## src/rtl/list_cache_pkg.sv

```systemverilog
// Shared sizing helpers, replay mode encoding and header field positions for the list cache.
package list_cache_pkg;

  typedef enum logic {
    MODE_STREAM = 1'b0,
    MODE_LOOP   = 1'b1
  } mode_e;

  // Sequence toggle lives in bit 0 of header word 0.
  localparam int HDR_TOG_BIT = 0;

  function automatic int ts_of(input int fs);
    return fs - 1;
  endfunction

  function automatic int slot_w(input int bs);
    return (bs > 2) ? $clog2(bs) : 1;
  endfunction

  function automatic int idx_w(input int ts);
    return (ts > 2) ? $clog2(ts) : 1;
  endfunction

  function automatic int level_w(input int bs);
    return $clog2(bs) + 1;
  endfunction

endpackage

```

## src/rtl/list_line_ring.sv

```systemverilog
// Line storage: full-line write port, combinational element read port (slot, index).
// No reset on storage; validity is tracked by the owner's pointers.
module list_line_ring #(
  parameter int DW = 32,
  parameter int TS = 7,
  parameter int BS = 2,
  parameter int SW = 1,
  parameter int IW = 3
) (
  input  logic              CLK,
  input  logic              i_wr_en,
  input  logic [SW-1:0]     i_wr_slot,
  input  logic [TS*DW-1:0]  i_wr_line,
  input  logic [SW-1:0]     i_rd_slot,
  input  logic [IW-1:0]     i_rd_idx,
  output logic [DW-1:0]     o_rd_dat
);

  logic [TS-1:0][DW-1:0] r_mem [BS];

  always_ff @(posedge CLK) begin
    if (i_wr_en) r_mem[i_wr_slot] <= i_wr_line;
  end

  assign o_rd_dat = r_mem[i_rd_slot][i_rd_idx];

endmodule

```

## src/rtl/list_stream_cache.sv

```systemverilog
// Deduplicating list cache: lines in, one element per cycle out through a registered output stage.
// Accept to first element is 2 cycles; IN_READY drops while BS lines are held, output holds under !OUT_READY.
module list_stream_cache
  import list_cache_pkg::*;
#(
  parameter int DW = 32,
  parameter int FS = 8,
  parameter int BS = 2
) (
  input  logic                CLK,
  input  logic                RESET,
  input  logic                FLUSH,
  input  logic                LOOP,
  input  logic [FS*DW-1:0]    IN,
  input  logic                IN_VALID,
  output logic                IN_READY,
  output logic [DW-1:0]       OUT,
  output logic                OUT_VALID,
  input  logic                OUT_READY,
  output logic [$clog2(BS):0] LEVEL
);

  localparam int TS = ts_of(FS);
  localparam int SW = slot_w(BS);
  localparam int IW = idx_w(TS);
  localparam int LW = level_w(BS);

  logic [SW-1:0] r_wr_slot;
  logic [SW-1:0] r_rd_slot;
  logic [IW-1:0] r_rd_idx;
  logic [LW-1:0] r_level;
  mode_e         r_mode;
  logic          r_tog_seen;
  logic          r_last_tog;
  logic          r_in_ready;
  logic [DW-1:0] r_out;
  logic          r_out_valid;
  logic          r_out_last;

  logic          w_tog;
  logic          w_acc;
  logic          w_wr;
  logic          w_rd_last;
  logic [LW-1:0] w_pending;
  logic          w_avail;
  logic          w_load;
  logic          w_free;
  logic [LW-1:0] w_level_nxt;
  logic [DW-1:0] w_rd_dat;
  logic          w_unused_hdr;

  assign w_tog        = IN[HDR_TOG_BIT];
  assign w_unused_hdr = ^IN[DW-1:1];
  assign w_acc        = IN_VALID && r_in_ready;
  assign w_wr         = w_acc && (!r_tog_seen || (w_tog != r_last_tog));
  assign w_rd_last    = (r_rd_idx == IW'(TS - 1));

  // A line whose last element already sits in the output stage has nothing left to read.
  assign w_pending   = r_level - LW'(r_out_valid && r_out_last);
  assign w_avail     = (r_mode == MODE_LOOP) ? (r_level == LW'(BS)) : (w_pending != '0);
  assign w_load      = w_avail && (!r_out_valid || OUT_READY);
  assign w_free      = (r_mode == MODE_STREAM) && r_out_valid && OUT_READY && r_out_last;
  assign w_level_nxt = r_level + LW'(w_wr) - LW'(w_free);

  list_line_ring #(
    .DW(DW),
    .TS(TS),
    .BS(BS),
    .SW(SW),
    .IW(IW)
  ) u_ring (
    .CLK       (CLK),
    .i_wr_en   (w_wr && !FLUSH && !RESET),
    .i_wr_slot (r_wr_slot),
    .i_wr_line (IN[FS*DW-1:DW]),
    .i_rd_slot (r_rd_slot),
    .i_rd_idx  (r_rd_idx),
    .o_rd_dat  (w_rd_dat)
  );

  always_ff @(posedge CLK) begin
    if (RESET || FLUSH) begin
      r_wr_slot   <= '0;
      r_rd_slot   <= '0;
      r_rd_idx    <= '0;
      r_level     <= '0;
      r_tog_seen  <= 1'b0;
      r_last_tog  <= 1'b0;
      r_in_ready  <= 1'b0;
      r_out       <= '0;
      r_out_valid <= 1'b0;
      r_out_last  <= 1'b0;
      if (RESET) r_mode <= MODE_STREAM;
    end else begin
      if (r_level == '0) r_mode <= mode_e'(LOOP);
      r_level    <= w_level_nxt;
      r_in_ready <= (w_level_nxt < LW'(BS));
      if (w_wr) begin
        r_wr_slot  <= r_wr_slot + SW'(1);
        r_tog_seen <= 1'b1;
        r_last_tog <= w_tog;
      end
      if (w_load) begin
        r_out       <= w_rd_dat;
        r_out_valid <= 1'b1;
        r_out_last  <= w_rd_last;
        r_rd_idx    <= w_rd_last ? '0 : r_rd_idx + IW'(1);
        if (w_rd_last) r_rd_slot <= r_rd_slot + SW'(1);
      end else if (OUT_READY) begin
        r_out_valid <= 1'b0;
      end
    end
  end

  assign IN_READY  = r_in_ready;
  assign OUT       = r_out;
  assign OUT_VALID = r_out_valid;
  assign LEVEL     = r_level;

endmodule

```

## config.mk

```make
export PLATFORM = sky130hd
export DESIGN_NAME = list_stream_cache
export DESIGN_NICKNAME = d
export VERILOG_FILES = /design/src/rtl/list_cache_pkg.sv /design/src/rtl/list_line_ring.sv /design/src/rtl/list_stream_cache.sv
export SDC_FILE = /design/constraint.sdc
export NUM_CORES = 1
export LEC_CHECK = 0
export CORE_MARGIN = 2
export CORE_UTILIZATION = 31
export DETAILED_ROUTE_END_ITERATION = 8
export PLACE_DENSITY = 0.53
export SKIP_CTS_REPAIR_TIMING = 1
export SYNTH_ARGS = -nofsm -noshare
export SYNTH_HDL_FRONTEND = slang
export SYNTH_HIERARCHICAL = 1
export SYNTH_SLANG_ARGS = --single-unit
export TNS_END_PERCENT = 5
```

## constraint.sdc

```tcl
create_clock -name CLK -period 18.8 [get_ports CLK]
set_input_delay 3.76 -clock CLK [delete_from_list [all_inputs] [get_ports CLK]]
set_output_delay 3.76 -clock CLK [all_outputs]
set_load 0.01 [all_outputs]
```

==> results of run 1 <==
## layout make-up
type	instances	share of cell area, %
multi-input combinational	427	17.1
inverter	5	0.0774
tap	782	4.03
sequential	493	59.2
clock inverter	32	1.59
clock buffer	73	6.37
antenna	1	0.0103
timing repair buffer	284	11.6
## critical path, cell delays in order
cell and delay, ps:
clkdlybuf4s50_1 460, or2_2 310, buf_4 300, nor2_1 200, and2_4 380, buf_4 830
buf_4 750
## layer usage
metal | routed length (um) | GRT usage (%) | share of wire, %
met1 | 21000 | 19.7 | 44
met2 | 23300 | 25.2 | 49
met3 | 2510 | 3.26 | 5.2
met4 | 1030 | 5.05 | 2.2
met5 | 27 | 0 | 0.056
## sequential cells by signal, summed over array words and instances, names as in the netlist
| name | cells |
|---|---|
| r_rd_idx | 3 |
| r_out_last | 1 |
| r_rd_slot | 1 |
| IN_READY | 1 |
| OUT | 32 |
| LEVEL | 2 |
| u_ring/r_mem | 448 |
| r_wr_slot | 1 |
| r_mode | 1 |
| r_last_tog | 1 |
| r_tog_seen | 1 |
| OUT_VALID | 1 |
## through the flow
step                      hold WS [ps]  setup slack (ps)
after CTS                          477             11830
after floorplan                    437              3730
after global routing               500             11610
final                              476             11860
after detailed placement           469             11180
after global placement             452             11250
## Yosys cell counts, types with 3 or more instances
cell type and number:
a21oi_1 55, a22oi_1 17, and2_1 4, buf_1 4
buf_2 17, buf_4 6, buf_6 12, clkbuf_1 21
dfxtp_1 44, edfxtp_1 449, inv_1 4, mux2i_1 63
mux4_2 81, nand2_1 24, nand3_1 33, nor2_1 9
nor2b_1 3, o21ai_0 16, o21ai_1 48, o22ai_1 15
o311ai_1 17, o31ai_1 3, o32ai_1 15
## path summary, 6_finish.rpt
check | startpoint | cells after the start | slack [ps] | endpoint
max | RESET | 7 | 11860 | u_ring/r_mem[1][157]
min | r_last_tog | 2 | 480 | r_last_tog
max reg2reg | r_rd_slot | 7 | 15280 | OUT[8]
min reg2reg | r_last_tog | 2 | 480 | r_last_tog
## power by group
| part | switching, mW | internal, mW | total (mW) |
|---|---|---|---|
| combinational | 0.0264 | 0.0492 | 0.0756 |
| sequential | 0.00246 | 1.20 | 1.20 |
| clock | 0.439 | 0.689 | 1.13 |
| total | 0.468 | 1.94 | 2.41 |
## cells by family (layout without fill, tap and decap cells)
family | count (synthesis) | count (layout)
fa+ha+maj | 2 | 2
mux | 144 | 144
simple gates | 85 | 85
other cells | 0 | 1
compound gates | 192 | 192
buf+inv | 65 | 394
xor+xnor | 4 | 4
flops | 493 | 493
==> out/metrics.yaml, run 1 <==
sta:
  tightest_slew_ps: 1090
  final_max_slew_viol_count: 0
  layout_min_cycle_time_ps: 6940
  grt_setup_unrepaired: "no"
  slew_headroom_pct: 27.2
  finalCritPeriodShare_pct: 36.9
  fmax_mhz: 144
  tns_ps: 0
  skew_ps: 23.3
  hold_violations: 0
  setup_viol: 0
yosys:
  syn_inst: 985
  ys_types: 42
  synth_compound_gate_area_share_pct: 6.26
  yosysTopAreaCell: "edfxtp_1"
  syn_nets: 1249
  yosys-top-cells-area: "edfxtp_1 71%, mux4_2 9.7%, dfxtp_1 4.7%"
  synth_edf_count: 449
  synth_simple_gate_area_share_pct: 2.26
  synth_top_area_share_pct: 71.5
  synthXorXnorAreaFrac_pct: 0.186
  synth_ff_type: "edfxtp_1"
  async_flop_share_pct: 0
  synth-seq-cells: 493
  synthMuxAreaShare_pct: 13.0
  yosysSeqAreaShare_pct: 76.1
  syn_area_per_cell_sq_um: 19.2
  synthAdderAreaFrac_pct: 0.133
  synth_top_family_by_area: "multiplexers"
  synth_warnings: 6
  syn_area_sq_um: 18900
floorplanning:
  pin_count: 298
  die_area_sq_um: 62800
  die_x_um: 251
  start_util_pct: 31.3
  die_y_um: 251
  num_rows: 90
  coreArea_sq_um: 60200
worst_setup_path:
  critPathKind: "input port to flip-flop"
  crit_fanout: 71
  worst_setup_path_end_kind: "flip-flop"
  critPathLaunchType: "input port"
  crit_required_ps: 19030
  crit_arrival_ps: 7170
power:
  power.leakage_nw: 7.33
  power.density_nw_per_um2: 99.3
  p_total_mw: 2.41
  peakVddDrop_mv: 0.0676
clocking:
  path_clk_slew_ps: 60
  numCtsBuffers: 56
  cts_sinks: 493
  htree_num_levels: 2
  cts_root_buffer: "clkbuf_16"
  cts_tree: "built"
  insertion_delay_ps: 600
  clock_path_buffers: 3
final_layout:
  area_growth_pct: 28.6
  final_common_cell: "edfxtp_1"
  fin_util_pct: 40.3
  mostFrequentLayoutCells: "449 x edfxtp_1, 266 x clkdlybuf4s50_1, 81 x mux4_2, 63 x mux2i_1, 57 x clkbuf_16"
  multiInputGateArea_sq_um: 4150
  final_layout_size_suffix_gt1_share_pct: 15.5
  post-route-cell-area_sq_um: 24300
  fin_cells: 2097
  nets: 1531
  seq_area_sq_um: 14400
  num-fill-cells: 5426
place:
  globalplace.congestion: 0.705
  io_buffers: 266
  postPlaceCellArea_sq_um: 22300
  dp_hpwl_um: 29300
  dp.cells: 1991
global_route:
  grt_use_total_pct: 15.1
  antenna_found_initial: 4
  grt_overflow: 0
  grt_max_degree: 168
  grt_pass1_wl_um: 70000
  grt_pass1_vias: 10900
run:
  max-cap-violations: 0
detailed_routing:
  via_per_inst: 4.85
  dr_total_vias: 10200
  drcViolationCount: 0
  firstDrtPassIters: 4
  wirelength_um: 47900
  drt-initial-drc-count: 566
  detail_route.wl_per_cell_um: 22.8
  ant_nets: 0
min_path:
  min_path_type: "flip-flop to flip-flop"
run_status:
  outcome: "complete, no violations"
Power figures use the tool's default switching activity.
==> run 2: changes to the inputs <==
==> constraint.sdc (replaced) <==
create_clock -name CLK -period 7.22 [get_ports CLK]
set_input_delay 1.444 -clock CLK [delete_from_list [all_inputs] [get_ports CLK]]
set_output_delay 1.444 -clock CLK [all_outputs]
set_load 0.01 [all_outputs]
==> run 2 against run 1 <==
Compared with the run above: clock-buffer cell count is 10 lower; global-route usage is essentially flat; routed wire length shrank 0.58%; worst hold slack worse by 7.6 ps; die area is the same; highest routed layer is now met4; register-to-register slack got worse by 11000 ps.
==> out/metrics.yaml, run 2 (same netlist as run 1, synthesis figures left out) <==
run_status:
  outcome: "complete, no violations"  # unchanged
place:
  io_buffers: 266  # unchanged
  dp_hpwl_um: 29400  # was 29300 um
  dp.cells: 1987  # was 1991
  globalplace.congestion: 0.727  # was 0.705
worst_setup_path:
  crit_required_ps: 7440  # was 19030 ps
  crit_fanout: 117  # was 71
  worst_setup_path_end_kind: "flip-flop"  # unchanged
  cp-startpoint: "RESET"  # unchanged
  timing.rr.start: "r_rd_idx[0]"  # was r_rd_slot
  critPathKind: "input port to flip-flop"  # unchanged
  critPathLaunchType: "input port"  # unchanged
  slowest_delay_ps: 690  # was 830 ps
  ff2ff_setup_slack_ps: 4090  # was 15280 ps
  path_cells: "clkdlybuf4s50_1 > or2_2 > nor2_1 > and2_4 > buf_12"  # was clkdlybuf4s50_1 > or2_2 > buf_4 > nor2_1 > and2_4 > buf_4 > buf_4
  cp_slowest_cell: "or2_2"  # was buf_4
  cp-endpoint: "u_ring/r_mem[1][195]"  # was u_ring/r_mem[1][157]
  crit_arrival_ps: 4300  # was 7170 ps
  reg2regPathDepth: 7  # unchanged
  r2r_end: "OUT[26]"  # was OUT[8]
final_layout:
  final_layout_size_suffix_gt1_share_pct: 14.5  # was 15.5%
  nets: 1525  # was 1531
  num-fill-cells: 5436  # was 5426
  fin_util_pct: 39.9  # was 40.3%
  mostFrequentLayoutCells: "449 x edfxtp_1, 266 x clkdlybuf4s50_1, 81 x mux4_2, 63 x mux2i_1, 55 x a21oi_1"  # was 449 x edfxtp_1, 266 x clkdlybuf4s50_1, 81 x mux4_2, 63 x mux2i_1, 57 x clkbuf_16
  area_growth_pct: 27.4  # was 28.6%
  final_common_cell: "edfxtp_1"  # unchanged
  largest_register_ffs: 448  # unchanged
  fin_cells: 2087  # was 2097
  largest-register: "u_ring/r_mem"  # unchanged
power:
  power.leakage_nw: 7.21  # was 7.33 nW
  peakVddDrop_mv: 0.172  # was 0.0676 mV
  power.density_nw_per_um2: 249  # was 99.3 nW/um^2
  p_total_mw: 5.98  # was 2.41 mW
clocking:
  clock_path_buffers: 3  # unchanged
  cts_sinks: 493  # unchanged
  cts_tree: "built"  # unchanged
  insertion_delay_ps: 600  # about the same
  path_clk_slew_ps: 60  # about the same
  htree_num_levels: 2  # unchanged
  numCtsBuffers: 54  # was 56
  cts_root_buffer: "clkbuf_16"  # unchanged
detailed_routing:
  top_layer: "met4"  # was met5
  via_per_inst: 4.86  # was 4.85
  wl_met1_um: 20900  # was 21000 um
  dr_wl_met2_um: 23200  # was 23300 um
  drt-initial-drc-count: 586  # was 566
  routed-wl-met3_um: 2580  # was 2510 um
  ant_nets: 0  # unchanged
  wirelength_um: 47600  # was 47900 um
  detail_route.wl_per_cell_um: 22.8  # about the same
  drcViolationCount: 0  # unchanged
  dr_total_vias: 10100  # was 10200
  firstDrtPassIters: 5  # was 4
floorplanning:
  die_area_sq_um: 62800  # unchanged
  coreArea_sq_um: 60200  # unchanged
  die_y_um: 251  # unchanged
  die_x_um: 251  # unchanged
  num_rows: 90  # unchanged
  start_util_pct: 31.3  # unchanged
  pin_count: 298  # unchanged
min_path:
  min_path_type: "flip-flop to flip-flop"  # unchanged
  hold_path_startpoint: "r_tog_seen"  # was r_last_tog
sta:
  holdWs_ps: 469  # was 476 ps
  tns_ps: 0  # unchanged
  final_max_slew_viol_count: 0  # unchanged
  setup_viol: 0  # unchanged
  hold_violations: 0  # unchanged
  finalCritPeriodShare_pct: 56.5
  grt_setup_unrepaired: "no"  # unchanged
  slew_headroom_pct: 24.5  # was 27.2%
  skew_ps: 19.3  # was 23.3 ps
  fmax_mhz: 245
  tightest_slew_ps: 1130  # was 1090 ps
  layout_min_cycle_time_ps: 4080
global_route:
  grt_overflow: 0  # unchanged
  grt_pass1_vias: 10600  # was 10900
  grt_max_degree: 118  # was 168
  antenna_found_initial: 1  # was 4
  grt_pass1_wl_um: 69700  # was 70000 um
  grt_use_total_pct: 15.1  # about the same
run:
  max-cap-violations: 0  # unchanged
==> run 2: stage by stage <==
| stage | worst slack [ps] | area, sq um |
|---|---|---|
| final | 3140 | 24000 |
| after global routing | 2940 | 24000 |
| after global placement | 2520 | 22300 |
| after detailed placement | 2460 | 22300 |
| after floorplan | -579 | 18900 |
| after CTS | 3110 | 24000 |
==> run 2: how the worst min path moves through the flow <==
| stage | end | slack (ps) | cells past startpoint |
|---|---|---|---|
| after floorplan | r_tog_seen | 440 | 2 |
| after global placement | r_tog_seen | 460 | 2 |
| after detailed placement | r_tog_seen | 460 | 2 |
| after CTS | r_tog_seen | 470 | 2 |
| after global routing | r_tog_seen | 510 | 2 |
| final | r_tog_seen | 470 | 2 |
==> run 2: worst max-delay path: cells and delay by family <==
| family | cells | cell delay, ps |
|---|---|---|
| and+or+nand+nor | 3 | 1610 |
| buffers and inverters | 2 | 1040 |
==> run 2: report_power, final <==
group          internal, mW  switching, mW  leakage, nW  total, mW
logic                 0.128         0.0716         1.98      0.200
registers              3.13        0.00565         4.40       3.14
clock network          1.52           1.13        0.828       2.65
==> run 2: metal layers <==
metal  up-vias  track usage [%]
li1       4627                -
met1      5195             20.2
met2       257             24.9
met3        66             3.19
met4         0             4.09
met5         -                0
==> run 2: area by class of cell <==
cell class / instances / area (sq um) / area share, %
sequential: 493 / 14400 / 59.8
multi-input combinational: 427 / 4150 / 17.3
timing repair buffer: 280 / 2820 / 11.7
clock buffer: 63 / 1390 / 5.76
tap: 782 / 978 / 4.07
clock inverter: 36 / 304 / 1.27
inverter: 5 / 18.8 / 0.0781
antenna: 1 / 2.50 / 0.0104
==> run 3: changes to the inputs <==
==> constraint.sdc (replaced) <==
create_clock -name CLK -period 4 [get_ports CLK]
set_input_delay 0.8 -clock CLK [delete_from_list [all_inputs] [get_ports CLK]]
set_output_delay 0.8 -clock CLK [all_outputs]
set_load 0.01 [all_outputs]
==> run 3 against run 2 <==
Compared with the run above: non-clock buffer count grew 16; cell area grew 1.0%; utilization grew 0.40 points; setup slack lost 1800 ps; total power grew 81%; routed wire length shrank 0.14%; global-route usage shrank 0.079 points; clock-buffer cell count grew 14; critical path depth grew 2; critical path type is now flip-flop to flip-flop; critical endpoint is now OUT[27].
==> out/metrics.yaml, run 3 (same netlist as run 1, synthesis figures left out) <==
detailed_routing:
  drt-initial-drc-count: 709  # was 586
  dr_total_vias: 10200  # was 10100
  wirelength_um: 47500  # was 47600 um
  via_per_inst: 4.85  # was 4.86
  ant_nets: 0  # unchanged
  drcViolationCount: 0  # unchanged
  detail_route.wl_per_cell_um: 22.6  # was 22.8 um
  firstDrtPassIters: 5  # unchanged
sta:
  finalCritPeriodShare_pct: 66.6
  slew_headroom_pct: 31.7  # was 24.5%
  final_max_slew_viol_count: 0  # unchanged
  layout_min_cycle_time_ps: 2670
  setup_viol: 0  # unchanged
  skew_ps: 25.0  # was 19.3 ps
  worst_slack_ps: 1330  # was 3140 ps
  fmax_mhz: 375
  tightest_slew_ps: 1020  # was 1130 ps
  tns_ps: 0  # unchanged
  hold_violations: 0  # unchanged
  grt_setup_unrepaired: "no"  # unchanged
global_route:
  grt_overflow: 0  # unchanged
  grt_use_total_pct: 15.0  # was 15.1%
  grt_max_degree: 89  # was 118
  grt_pass1_wl_um: 69800  # was 69700 um
  grtUsageMet3_pct: 3.67  # was 3.19%
  busiest_layer: "met2"  # unchanged
  gr-usage-met2_pct: 24.7  # was 24.9%
  met1_usage_pct: 20.1  # was 20.2%
  antenna_found_initial: 1  # unchanged
  grt_pass1_vias: 10700  # was 10600
power:
  seq_power_share_pct: 52.3  # was 52.4%
  pwr-share-comb_pct: 3.4  # was 3.3%
  power.density_nw_per_um2: 446  # was 249 nW/um^2
  p_total_mw: 10.8  # was 5.98 mW
  p_switching_mw: 2.13  # was 1.21 mW
  power.leakage_nw: 7.32  # was 7.21 nW
  sw_frac_of_total_pct: 19.7  # was 20.2%
  p_clk_share_pct: 44.3  # was 44.2%
  peakVddDrop_mv: 0.278  # was 0.172 mV
  p_int_mw: 8.69  # was 4.77 mW
final_layout:
  final_layout_size_suffix_gt1_share_pct: 15.1  # was 14.5%
  nets: 1542  # was 1525
  final_common_cell: "edfxtp_1"  # unchanged
  diodes: 0  # was 1
  mostFrequentLayoutCells: "449 x edfxtp_1, 266 x clkdlybuf4s50_1, 81 x mux4_2, 63 x mux2i_1, 56 x clkbuf_16"  # was 449 x edfxtp_1, 266 x clkdlybuf4s50_1, 81 x mux4_2, 63 x mux2i_1, 55 x a21oi_1
  num-fill-cells: 5423  # was 5436
  largest_register_ffs: 448  # unchanged
  largest-register: "u_ring/r_mem"  # unchanged
  area_growth_pct: 28.7  # was 27.4%
  fin_util_pct: 40.3  # was 39.9%
min_path:
  min_path_type: "flip-flop to flip-flop"  # unchanged
run:
  max-cap-violations: 0  # unchanged
worst_setup_path:
  critPathLaunchType: "flip-flop"  # was input port
  crit_required_ps: 4510  # was 7440 ps
  crit_fanout: 88  # was 117
  worst_setup_path_end_kind: "flip-flop"  # unchanged
  crit_arrival_ps: 3170  # was 4300 ps
  critPathKind: "flip-flop to flip-flop"  # was input port to flip-flop
clocking:
  clock_path_buffers: 3  # unchanged
  htree_num_levels: 2  # unchanged
  cts_sinks: 493  # unchanged
  cts_root_buffer: "clkbuf_16"  # unchanged
  insertion_delay_ps: 600  # about the same
  numCtsBuffers: 55  # was 54
  path_clk_slew_ps: 60  # about the same
  cts_tree: "built"  # unchanged
place:
  globalplace.congestion: 0.711  # was 0.727
  dp_hpwl_um: 30700  # was 29400 um
  io_buffers: 266  # unchanged
  preCtsSetupSlack_ps: 932  # was 2460 ps
floorplanning:
  coreArea_sq_um: 60200  # unchanged
  die_x_um: 251  # unchanged
  num_rows: 90  # unchanged
  die_area_sq_um: 62800  # unchanged
  start_util_pct: 31.3  # unchanged
  die_y_um: 251  # unchanged
  pin_count: 298  # unchanged
run_status:
  outcome: "complete, no violations"  # unchanged
==> run 3: changes by cell type in the layout (fill, tap and decap cells not counted) <==
cell	previous run	this run
buf_12	4	11
buf_4	10	19
bufinv_16	4	3
clkbuf_1	9	19
clkbuf_16	54	56
clkbuf_8	0	2
clkinv_2	11	6
clkinv_4	2	0
clkinvlp_4	2	0
diode_2	1	0
nor2_1	7	6
nor2_4	0	1
==> run 3: routing by layer <==
| layer | routed length, um | up-vias | part of all wire (%) |
|---|---|---|---|
| met3 | 2800 | 54 | 5.9 |
| met5 | 16 | - | 0.034 |
| met2 | 23100 | 256 | 49 |
| li1 | - | 4659 | - |
| met1 | 20900 | 5245 | 44 |
| met4 | 786 | 2 | 1.7 |
==> run 3: final cells by class <==
class                   instances  area [sq um]  share of cell area (%)
clock buffers                  77          1500                    6.18
clock inverters                26           216                   0.892
inverters                       5          18.8                  0.0773
multi-input cells             427          4160                    17.1
flip-flops and latches        493         14400                    59.2
well taps                     782           978                    4.03
repair buffers                296          3030                    12.5
==> run 3: critical path, cell delays in order (launching register included) <==
cell     delay (ps)
dfxtp_4         350
buf_12          420
nand2_1         740
o22ai_1         550
o21ai_0         130
a21oi_1         170
nand3_1          90
a21oi_1         140
==> run 3: power groups by stage <==
stage	Combinational (mW)	Clock [mW]	Sequential, mW
finish	0.366	4.80	5.66
detailed placement	0.368	0	5.77
global route	0.391	5.15	5.66
CTS	0.370	4.95	5.66
floorplan	0.0631	0	5.77
global placement	0.360	0	5.77
==> run 3: path summary, 6_finish.rpt <==
path,from,endpoint,slack (ps),cells after the start
setup / recovery,r_rd_idx[0],OUT[27],1330,7
hold / removal,r_last_tog,r_last_tog,470,2
hold reg to reg,r_last_tog,r_last_tog,470,2
setup reg to reg,r_rd_idx[0],OUT[27],1330,7
==> run 3: per-stage QoR <==
stage          hold slack [ps]  instances  instance area [sq um]
2_1_floorplan              437        985                  18900
3_3_place_gp               458       2003                  22600
3_5_place_dp               467       2003                  22600
4_1_cts                    475       2106                  24300
5_1_grt                    507       2106                  24300
6_report                   470       2106                  24300
